## src/rtl/apb4_pkg.sv

```systemverilog
// Shared APB4 definitions: FSM state encoding and PPROT bit constants.
package apb4_pkg;

  typedef enum logic [1:0] {
    APB4_IDLE   = 2'd0,
    APB4_SETUP  = 2'd1,
    APB4_ACCESS = 2'd2,
    APB4_RESP   = 2'd3
  } apb4_state_e;

  localparam logic [2:0] APB4_PROT_PRIV   = 3'b001;
  localparam logic [2:0] APB4_PROT_NONSEC = 3'b010;
  localparam logic [2:0] APB4_PROT_INSTR  = 3'b100;

endpackage

```

## src/rtl/apb4_if.sv

```systemverilog
// APB4 bus bundle with master and slave views.
interface apb4_if #(
  parameter int ADDR_WIDTH = 32,
  parameter int DATA_WIDTH = 32
);
  logic [ADDR_WIDTH-1:0]   paddr;
  logic [2:0]              pprot;
  logic                    psel;
  logic                    penable;
  logic                    pwrite;
  logic [DATA_WIDTH-1:0]   pwdata;
  logic [DATA_WIDTH/8-1:0] pstrb;
  logic                    pready;
  logic [DATA_WIDTH-1:0]   prdata;
  logic                    pslverr;

  modport master (
    output paddr, pprot, psel, penable, pwrite, pwdata, pstrb,
    input  pready, prdata, pslverr
  );

  modport slave (
    input  paddr, pprot, psel, penable, pwrite, pwdata, pstrb,
    output pready, prdata, pslverr
  );
endinterface

```

## src/rtl/apb4_master_bridge.sv

```systemverilog
// Single-outstanding valid/ready to APB4 master bridge with an ACCESS-phase
// stall timeout. All bus and response outputs come straight from registers.
module apb4_master_bridge
  import apb4_pkg::*;
#(
  parameter int APB_ADDR_WIDTH = 32,
  parameter int APB_DATA_WIDTH = 32,
  parameter int TIMEOUT_CYCLES = 256
) (
  input  logic                        pclk,
  input  logic                        presetn,
  input  logic                        req_valid,
  output logic                        req_ready,
  input  logic [APB_ADDR_WIDTH-1:0]   req_addr,
  input  logic                        req_write,
  input  logic [APB_DATA_WIDTH-1:0]   req_wdata,
  input  logic [APB_DATA_WIDTH/8-1:0] req_strb,
  input  logic [2:0]                  req_prot,
  output logic                        rsp_valid,
  input  logic                        rsp_ready,
  output logic [APB_DATA_WIDTH-1:0]   rsp_rdata,
  output logic                        rsp_err,
  output logic                        rsp_timeout,
  apb4_if.master                      apb
);

  localparam int STRB_W = APB_DATA_WIDTH / 8;
  // A zero-cycle timeout still needs a 1-bit counter to keep the code legal.
  localparam int CNT_W  = (TIMEOUT_CYCLES > 0) ? $clog2(TIMEOUT_CYCLES + 1) : 1;
  localparam bit TO_EN  = (TIMEOUT_CYCLES > 0);
  // Counter value seen on the last allowed stalled ACCESS cycle.
  localparam logic [CNT_W-1:0] TO_LAST = TO_EN ? CNT_W'(TIMEOUT_CYCLES - 1) : '0;

  localparam logic [1:0] ST_IDLE   = APB4_IDLE;
  localparam logic [1:0] ST_SETUP  = APB4_SETUP;
  localparam logic [1:0] ST_ACCESS = APB4_ACCESS;
  localparam logic [1:0] ST_RESP   = APB4_RESP;

  logic [1:0]                state_r;
  logic [APB_ADDR_WIDTH-1:0] paddr_r;
  logic                      pwrite_r;
  logic [APB_DATA_WIDTH-1:0] pwdata_r;
  logic [STRB_W-1:0]         pstrb_r;
  logic [2:0]                pprot_r;
  logic                      psel_r;
  logic                      penable_r;
  logic [CNT_W-1:0]          cnt_r;
  logic                      rsp_valid_r;
  logic                      rsp_err_r;
  logic                      rsp_timeout_r;
  logic [APB_DATA_WIDTH-1:0] rsp_rdata_r;
  logic                      timeout_hit_s;

  assign req_ready   = (state_r == ST_IDLE);
  assign rsp_valid   = rsp_valid_r;
  assign rsp_err     = rsp_err_r;
  assign rsp_timeout = rsp_timeout_r;
  assign rsp_rdata   = rsp_rdata_r;

  assign apb.paddr   = paddr_r;
  assign apb.pwrite  = pwrite_r;
  assign apb.pwdata  = pwdata_r;
  assign apb.pstrb   = pstrb_r;
  assign apb.pprot   = pprot_r;
  assign apb.psel    = psel_r;
  assign apb.penable = penable_r;

  // Detect the final stalled ACCESS cycle before the transfer is abandoned.
  always_comb begin
    timeout_hit_s = 1'b0;
    if (TO_EN) begin
      timeout_hit_s = (cnt_r == TO_LAST);
    end else begin
      timeout_hit_s = 1'b0;
    end
  end

  // FSM, captured request fields, timeout counter and response registers.
  always_ff @(posedge pclk or negedge presetn) begin
    if (!presetn) begin
      state_r       <= ST_IDLE;
      paddr_r       <= '0;
      pwrite_r      <= 1'b0;
      pwdata_r      <= '0;
      pstrb_r       <= '0;
      pprot_r       <= 3'b000;
      psel_r        <= 1'b0;
      penable_r     <= 1'b0;
      cnt_r         <= '0;
      rsp_valid_r   <= 1'b0;
      rsp_err_r     <= 1'b0;
      rsp_timeout_r <= 1'b0;
      rsp_rdata_r   <= '0;
    end else begin
      case (state_r)
        ST_IDLE: begin
          if (req_valid) begin
            paddr_r   <= req_addr;
            pwrite_r  <= req_write;
            pprot_r   <= req_prot;
            // Reads never present stale write data or strobes on the bus.
            pwdata_r  <= req_write ? req_wdata : '0;
            pstrb_r   <= req_write ? req_strb  : '0;
            psel_r    <= 1'b1;
            penable_r <= 1'b0;
            cnt_r     <= '0;
            state_r   <= ST_SETUP;
          end
        end
        ST_SETUP: begin
          penable_r <= 1'b1;
          state_r   <= ST_ACCESS;
        end
        ST_ACCESS: begin
          // pready takes priority over a coincident timeout.
          if (apb.pready) begin
            psel_r        <= 1'b0;
            penable_r     <= 1'b0;
            rsp_valid_r   <= 1'b1;
            rsp_err_r     <= apb.pslverr;
            rsp_timeout_r <= 1'b0;
            rsp_rdata_r   <= pwrite_r ? '0 : apb.prdata;
            state_r       <= ST_RESP;
          end else if (timeout_hit_s) begin
            psel_r        <= 1'b0;
            penable_r     <= 1'b0;
            rsp_valid_r   <= 1'b1;
            rsp_err_r     <= 1'b1;
            rsp_timeout_r <= 1'b1;
            rsp_rdata_r   <= '0;
            state_r       <= ST_RESP;
          end else begin
            cnt_r <= cnt_r + CNT_W'(1);
          end
        end
        ST_RESP: begin
          if (rsp_ready) begin
            rsp_valid_r <= 1'b0;
            state_r     <= ST_IDLE;
          end
        end
        default: begin
          psel_r      <= 1'b0;
          penable_r   <= 1'b0;
          rsp_valid_r <= 1'b0;
          state_r     <= ST_IDLE;
        end
      endcase
    end
  end

endmodule

```

## src/flat_wrapper.sv

```systemverilog
// flat-port wrapper written by rule: the top's interface ports become plain ports
module apb4_master_bridge_flat import apb4_pkg::*;
#(
  parameter int APB_ADDR_WIDTH = 32,
  parameter int APB_DATA_WIDTH = 32,
  parameter int TIMEOUT_CYCLES = 256
)
  (pclk, presetn, req_valid, req_ready, req_addr, req_write, req_wdata, req_strb, req_prot, rsp_valid, rsp_ready, rsp_rdata, rsp_err, rsp_timeout, apb_paddr, apb_pprot, apb_psel, apb_penable, apb_pwrite, apb_pwdata, apb_pstrb, apb_pready, apb_prdata, apb_pslverr);
  apb4_if #(.ADDR_WIDTH((32)), .DATA_WIDTH((32))) apb_i ();
  input  logic pclk;
  input  logic presetn;
  input  logic req_valid;
  output logic req_ready;
  input  logic [APB_ADDR_WIDTH-1:0] req_addr;
  input  logic req_write;
  input  logic [APB_DATA_WIDTH-1:0] req_wdata;
  input  logic [APB_DATA_WIDTH/8-1:0] req_strb;
  input  logic [2:0] req_prot;
  output logic rsp_valid;
  input  logic rsp_ready;
  output logic [APB_DATA_WIDTH-1:0] rsp_rdata;
  output logic rsp_err;
  output logic rsp_timeout;
  output wire logic [$bits(apb_i.paddr)-1:0] apb_paddr;
  output wire logic [$bits(apb_i.pprot)-1:0] apb_pprot;
  output wire logic [$bits(apb_i.psel)-1:0] apb_psel;
  output wire logic [$bits(apb_i.penable)-1:0] apb_penable;
  output wire logic [$bits(apb_i.pwrite)-1:0] apb_pwrite;
  output wire logic [$bits(apb_i.pwdata)-1:0] apb_pwdata;
  output wire logic [$bits(apb_i.pstrb)-1:0] apb_pstrb;
  input wire logic [$bits(apb_i.pready)-1:0] apb_pready;
  input wire logic [$bits(apb_i.prdata)-1:0] apb_prdata;
  input wire logic [$bits(apb_i.pslverr)-1:0] apb_pslverr;
  assign apb_paddr = apb_i.paddr;
  assign apb_pprot = apb_i.pprot;
  assign apb_psel = apb_i.psel;
  assign apb_penable = apb_i.penable;
  assign apb_pwrite = apb_i.pwrite;
  assign apb_pwdata = apb_i.pwdata;
  assign apb_pstrb = apb_i.pstrb;
  assign apb_i.pready = apb_pready;
  assign apb_i.prdata = apb_prdata;
  assign apb_i.pslverr = apb_pslverr;
  apb4_master_bridge #(.APB_ADDR_WIDTH(APB_ADDR_WIDTH), .APB_DATA_WIDTH(APB_DATA_WIDTH), .TIMEOUT_CYCLES(TIMEOUT_CYCLES)) u_core (.pclk(pclk), .presetn(presetn), .req_valid(req_valid), .req_ready(req_ready), .req_addr(req_addr), .req_write(req_write), .req_wdata(req_wdata), .req_strb(req_strb), .req_prot(req_prot), .rsp_valid(rsp_valid), .rsp_ready(rsp_ready), .rsp_rdata(rsp_rdata), .rsp_err(rsp_err), .rsp_timeout(rsp_timeout), .apb(apb_i));
endmodule
```

## config.mk

```make
export PLATFORM = sky130hd
export DESIGN_NAME = apb4_master_bridge_flat
export DESIGN_NICKNAME = d
export VERILOG_FILES = /design/src/rtl/apb4_pkg.sv /design/src/rtl/apb4_if.sv /design/src/rtl/apb4_master_bridge.sv /design/src/flat_wrapper.sv
export SDC_FILE = /design/constraint.sdc
export NUM_CORES = 1
export LEC_CHECK = 0
export ABC_CLOCK_PERIOD_IN_PS = 5200
export BUFFER_PORTS_ARGS = -buffer_cell sky130_fd_sc_hd__buf_2
export CAP_MARGIN = 25
export CORE_UTILIZATION = 35
export CTS_BUF_LIST = sky130_fd_sc_hd__clkbuf_16
export CTS_CLUSTER_SIZE = 24
export DETAILED_ROUTE_END_ITERATION = 8
export PLACE_DENSITY = 0.72
export SYNTH_ARGS = -nofsm -noshare
export SYNTH_HDL_FRONTEND = slang
export SYNTH_SLANG_ARGS = --single-unit
```

## constraint.sdc

```tcl
create_clock -name pclk -period 5.2 [get_ports pclk]
set_clock_uncertainty 0.05 [all_clocks]
set_input_delay 0.52 -clock pclk [delete_from_list [all_inputs] [get_ports pclk]]
set_output_delay 0.52 -clock pclk [all_outputs]
set_load 0.01 [all_outputs]
```

# Word level (Yosys, flattened, before mapping)
# Cells that the tools add are included.
[classes] add_sub_neg=1 n_eq_ne=9 n_mux=26 reduce_logical=12
[ops] op="$mux W32" n=4
[ops] op="$mux W9" n=3
[ops] op="$pmux W9 S2" n=1
[ops] op="$reduce_and A3 Y1" n=4
[ops] op="$add A9 B1 Y9 const B" n=1
[ops] op="$eq A9 B8 Y1 const B" n=1
[ops] op="$mux W1" n=9
[ops] op="$mux W2" n=4
[ops] op="$ne A2 B2 Y1 const B" n=4
[ops] op="$pmux W2 S4" n=1
[ops] op="$reduce_bool A2 Y1" n=3
[ops] op="$eq A2 B2 Y1 const B" n=2
[ops] op="$mux W4" n=1
[ops] op="$pmux W1 S2" n=2
[ops] op="$reduce_and A2 Y1" n=2
[ops] op="$reduce_and A4 Y1" n=1
[ops] op="$ne A3 B2 Y1 const B" n=1
[ops] op="$pmux W1 S3" n=1
[ops] op="$reduce_bool A3 Y1" n=1
[ops] op="$eq A2 B1 Y1 const B" n=1
[ops] op="$logic_not A2 Y1" n=1
[word_totals] register_bits=120 input_bits=110 out_inout_bits=110 word_cells=61

# Longest topological paths before layout
[logic_depth] depth_word=4 ltp_mapped=8 mapped_depth_nobuf=7

# Worst setup path before layout
# OpenSTA, ideal clock, no wires.
[synth_path] kind="register to register" from="reg u_core.cnt_r[0]" to="reg u_core.cnt_r[2]" setup_time_ns=0.139 arrival_ns=1.747 required_ns=5.011 path_slack_ns=3.264 stages_incl_launch_ff=9 n_path_buf=1 period_less_slack_ns=1.936 path_cell_list="dfrtp_1 > ha_1 > nand3_1 > nor2_1 > ha_1 > o21a_1 > buf_2 > o311ai_0 > o31ai_1"
[synth_via] elab_chain_len=4 elab_cells_between_ends=7 classes_between="add/sub (1); eq/ne (2); mux (3); reduce/logical (1)"
[synth_lines] item="start, declared" line="apb4_master_bridge.sv:47" text="logic [CNT_W-1:0] cnt_r;"
[synth_lines] item="start signal, assigned" line="apb4_master_bridge.sv:133" text="cnt_r <= cnt_r + CNT_W'(1);"
[synth_lines] item="$add A9 B1 Y9" line="apb4_master_bridge.sv:133"
[synth_lines] item="$mux W9" line="apb4_master_bridge.sv:124" text="end else if (timeout_hit_s) begin"
[synth_lines] item="$mux W9" line="apb4_master_bridge.sv:116" text="if (apb.pready) begin"
[synth_lines] item="$pmux W9 S2" line="apb4_master_bridge.sv:95" text="case (state_r)"
# Parallel ways exist; a longest one is shown, timed or not. The select of a mux whose other input is x is not followed.
# A chain may end at the register's enable or synchronous reset.

# Worst setup path in the final report
[layout_path] from="reg u_core.cnt_r[0]" to="reg u_core.cnt_r[4]"
# Same word-level chain as after synthesis.

==> results.md <==
- Area Overhead vs Synth: 38.5%
- WS Path Type: reg2reg
- Worst Max-Slew Pin Slew: 0.851 ns
- FFs w/ async S/R, synth: 100%
- CP Data Required Time: between 5 and 6 ns
- Fillers: between 1000 and 1500
- Worst-path clk slew: ~0.050 ns
- Root buffer selected by CTS: clkbuf_16
- Pre-CTS setup slack: 2.82 ns
- Final setup vio count: 0
- Die Y: 119 um
- CP Launch Type: flip-flop
- Worst rel slew slack: 43.1%
- Worst-path fanout max: 25
- GRT overflow: 0
- P_sw: ~1.4 mW
- # IOs: 220
- DIE WIDTH: around 120 um
- # nets final: around 760
- Post-layout worst setup margin: around 2.8 ns
- Seq/Total Area, Yosys: between 60% and 70%
- Yosys reg bits: 120
- Vias per inst: about 4.7
- CTS tree: yes
- Clock Power Share: a little over a quarter
- Most used flip-flop cell after synthesis: dfrtp_1
- Mapped cell area: approximately 0.0048 mm2
- Most frequent cells in the layout: buf_2 (218), dfrtp_1 (120), nand2_1 (106)
- Synth top area cells: dfrtp_1 (63%), mux2_2 (8.9%), nand2_1 (8.4%), o21ai_0 (4.3%), a22o_1 (3.3%)
- Global Route Usage Sum: between 10% and 20%
- RSZ-0062 raised after global routing: no
- Worst vdd ir: roughly 0.25 mV
- Antenna diode count: 0
- Flop pwr share: about 39%
- Maxcap violations: 0
- Syn Nets: ~540
- Antenna violations before repair: 0
- Pleak: 3.49 nW
- Final Hold Vio Count: 0
- Via count: around 4000
- Multi-input logic area: 0.00168 mm2
- Area share of the largest cell type after synthesis: between 60% and 70%
- Combinational share of power: 34.8%
- Remaining antenna violation count: 0
- Drt initial violations: around 180
- H-Tree Depth: 4
- Number of global-route vias before repair: 3969
- Post-synth EDFFs: 0
- Row count: 42
- Deepest clock path buffer count: 2
- Cell internal pwr: roughly 2.7 mW
- Placer Congestion: between 0.8 and 0.9
- First-pass GRT wire length: approximately 19 mm
- Status: finished clean
- Switching share of power: between 30% and 40%
- Synth warn: 0
- Leading area contributor after synthesis: dfrtp_1
- Crit path capture type: flip-flop
- Area of the core: about 0.013 mm2
- # clock sinks: 120
- Slew Viols, Final: 0
- Period utilisation layout: about 46%
- PortBufs: approximately 220
- TritonRoute pass-1 iters: 4
- Fin util: approximately 50%
- Clock buffer count from CTS: 17
- Hold slack: between 0.2 and 0.3 ns
- CP arrival: approximately 2.7 ns
- Largest net degree at the start of global routing: between 100 and 150
- Post-DP HPWL: 8.28 mm
- Clock latency on the worst-skew pair: 0.40 ns
- Post-CTS Setup Bufs: 0
- Starting density of the core: a little over a third
- Minimum clock period after layout: about 2.4 ns
- TNS Setup: 0 ns
- Design Area, Final: approximately 0.0066 mm2
- Total power: about 4 mW
- Most common cell after layout, fill and taps aside: buf_2
- FMAX: around 420 MHz
- Pwr/cell area: approximately 610 mW/mm2
- Post-synth cell types: 32
- Sequential cell area: 0.00300 mm2
- Drt wl/cell: around 14 um
- Share of post-route cells with drive strength above 1: between 40 and 50%
- DR DRC count: 0
- Hold Crit Class: in2reg
- Placed cells: roughly 790
- Avg Cell Area, Syn: 11.4 um2
- Placed cell area: approximately 0.0060 mm2
- Routed WL: between 10 and 15 mm
- Gate Count Post-Synth: 421
- Die footprint: approximately 0.014 mm2
- Non-filler cells, final: a little over 800
-- sequential cells by signal (all words and copies together) (netlist names) --
name	flops
u_core.apb.paddr	32
u_core.cnt_r	9
u_core.rsp_valid	1
u_core.state_r	2
u_core.rsp_timeout	1
u_core.apb.psel	1
u_core.apb.pprot	3
u_core.rsp_err	1
u_core.apb.pwrite	1
u_core.apb.pstrb	4
u_core.apb.pwdata	32
u_core.rsp_rdata	32
u_core.apb.penable	1
-- layout make-up --
type | instances | area share (%)
flip-flops and latches | 120 | 45.2
multi-input cells | 271 | 25.3
repair buffers | 224 | 17.7
clock buffers | 17 | 6.40
well taps | 176 | 3.31
clock inverters | 15 | 1.79
inverters | 6 | 0.339
-- final timing paths --
path / start / end / slack [ns] / depth (start not counted)
worst max-delay path: u_core.cnt_r[0]$_DFFE_PN0P_ / u_core.cnt_r[4]$_DFFE_PN0P_ / 2.80 / 7
worst min-delay path: req_addr[16] / u_core.apb.paddr[16]$_DFFE_PN0P_ / 0.29 / 2
worst max register to register: u_core.cnt_r[0]$_DFFE_PN0P_ / u_core.cnt_r[4]$_DFFE_PN0P_ / 2.80 / 7
worst min register to register: u_core.rsp_rdata[9]$_DFFE_PN0P_ / u_core.rsp_rdata[9]$_DFFE_PN0P_ / 0.41 / 2
max in group asynchronous: presetn / u_core.apb.pwdata[3]$_DFFE_PN0P_ / 3.55 / 4
min in group asynchronous: presetn / u_core.rsp_err$_DFFE_PN0P_ / 0.42 / 2
-- synthesized netlist by cell type, drive strengths merged, types with 3 or more instances --
library cell and n:
inv 6, mux2i 4, a21oi 4, nand2 107, nor2 3, nand3 18, o21ai 42, nor2b 3
mux2 38, ha 7, a22o 18, nand2b 6, buf 10, clkbuf 14, dfrtp 120, o31ai 3
nor4 3
-- layer usage --
metal | vias to the layer above | wire length, um | global-route usage (%)
met4 | 0 | 284 | 9.10
met3 | 23 | 994 | 6.18
met2 | 183 | 5550 | 27.9
met1 | 1841 | 4900 | 20.5
met5 | - | 0 | 0
li1 | 1883 | - | -
-- critical path: stages, from the launching register on --
cell and delay, ns:
dfrtp_1 0.40, ha_1 0.25, nand3_1 0.09, nor2_1 0.04, ha_1 0.23, o21a_1 0.47, or4_1 0.63, a21boi_1 0.15
-- power groups by stage --
stage	sequential, mW	clock, mW	combinational (mW)
2_1_floorplan	1.77	0	0.614
3_3_place_gp	1.56	0	1.37
3_5_place_dp	1.58	0	1.42
4_1_cts	1.57	1.11	1.42
5_1_grt	1.62	1.16	1.55
6_report	1.57	1.08	1.41
-- logic make-up after synthesis --
family | count (synthesis) | share of synthesized area [%]
AND/OR/NAND/NOR | 147 | 13.2
flip-flops | 120 | 62.6
AO/OA/AOI/OAI | 75 | 9.96
multiplexers | 42 | 9.83
buffers and inverters | 30 | 2.66
adder cells (fa/ha/maj) | 7 | 1.82
-- what timing repair did --
| item | in CTS | in global routing |
|---|---|---|
| resized for setup | 0 | 0 |
| endpoints found under the hold margin | 0 | 5 |
| hold buffers | 0 | 1 |
Note: power is estimated with default switching activity, not from simulation.
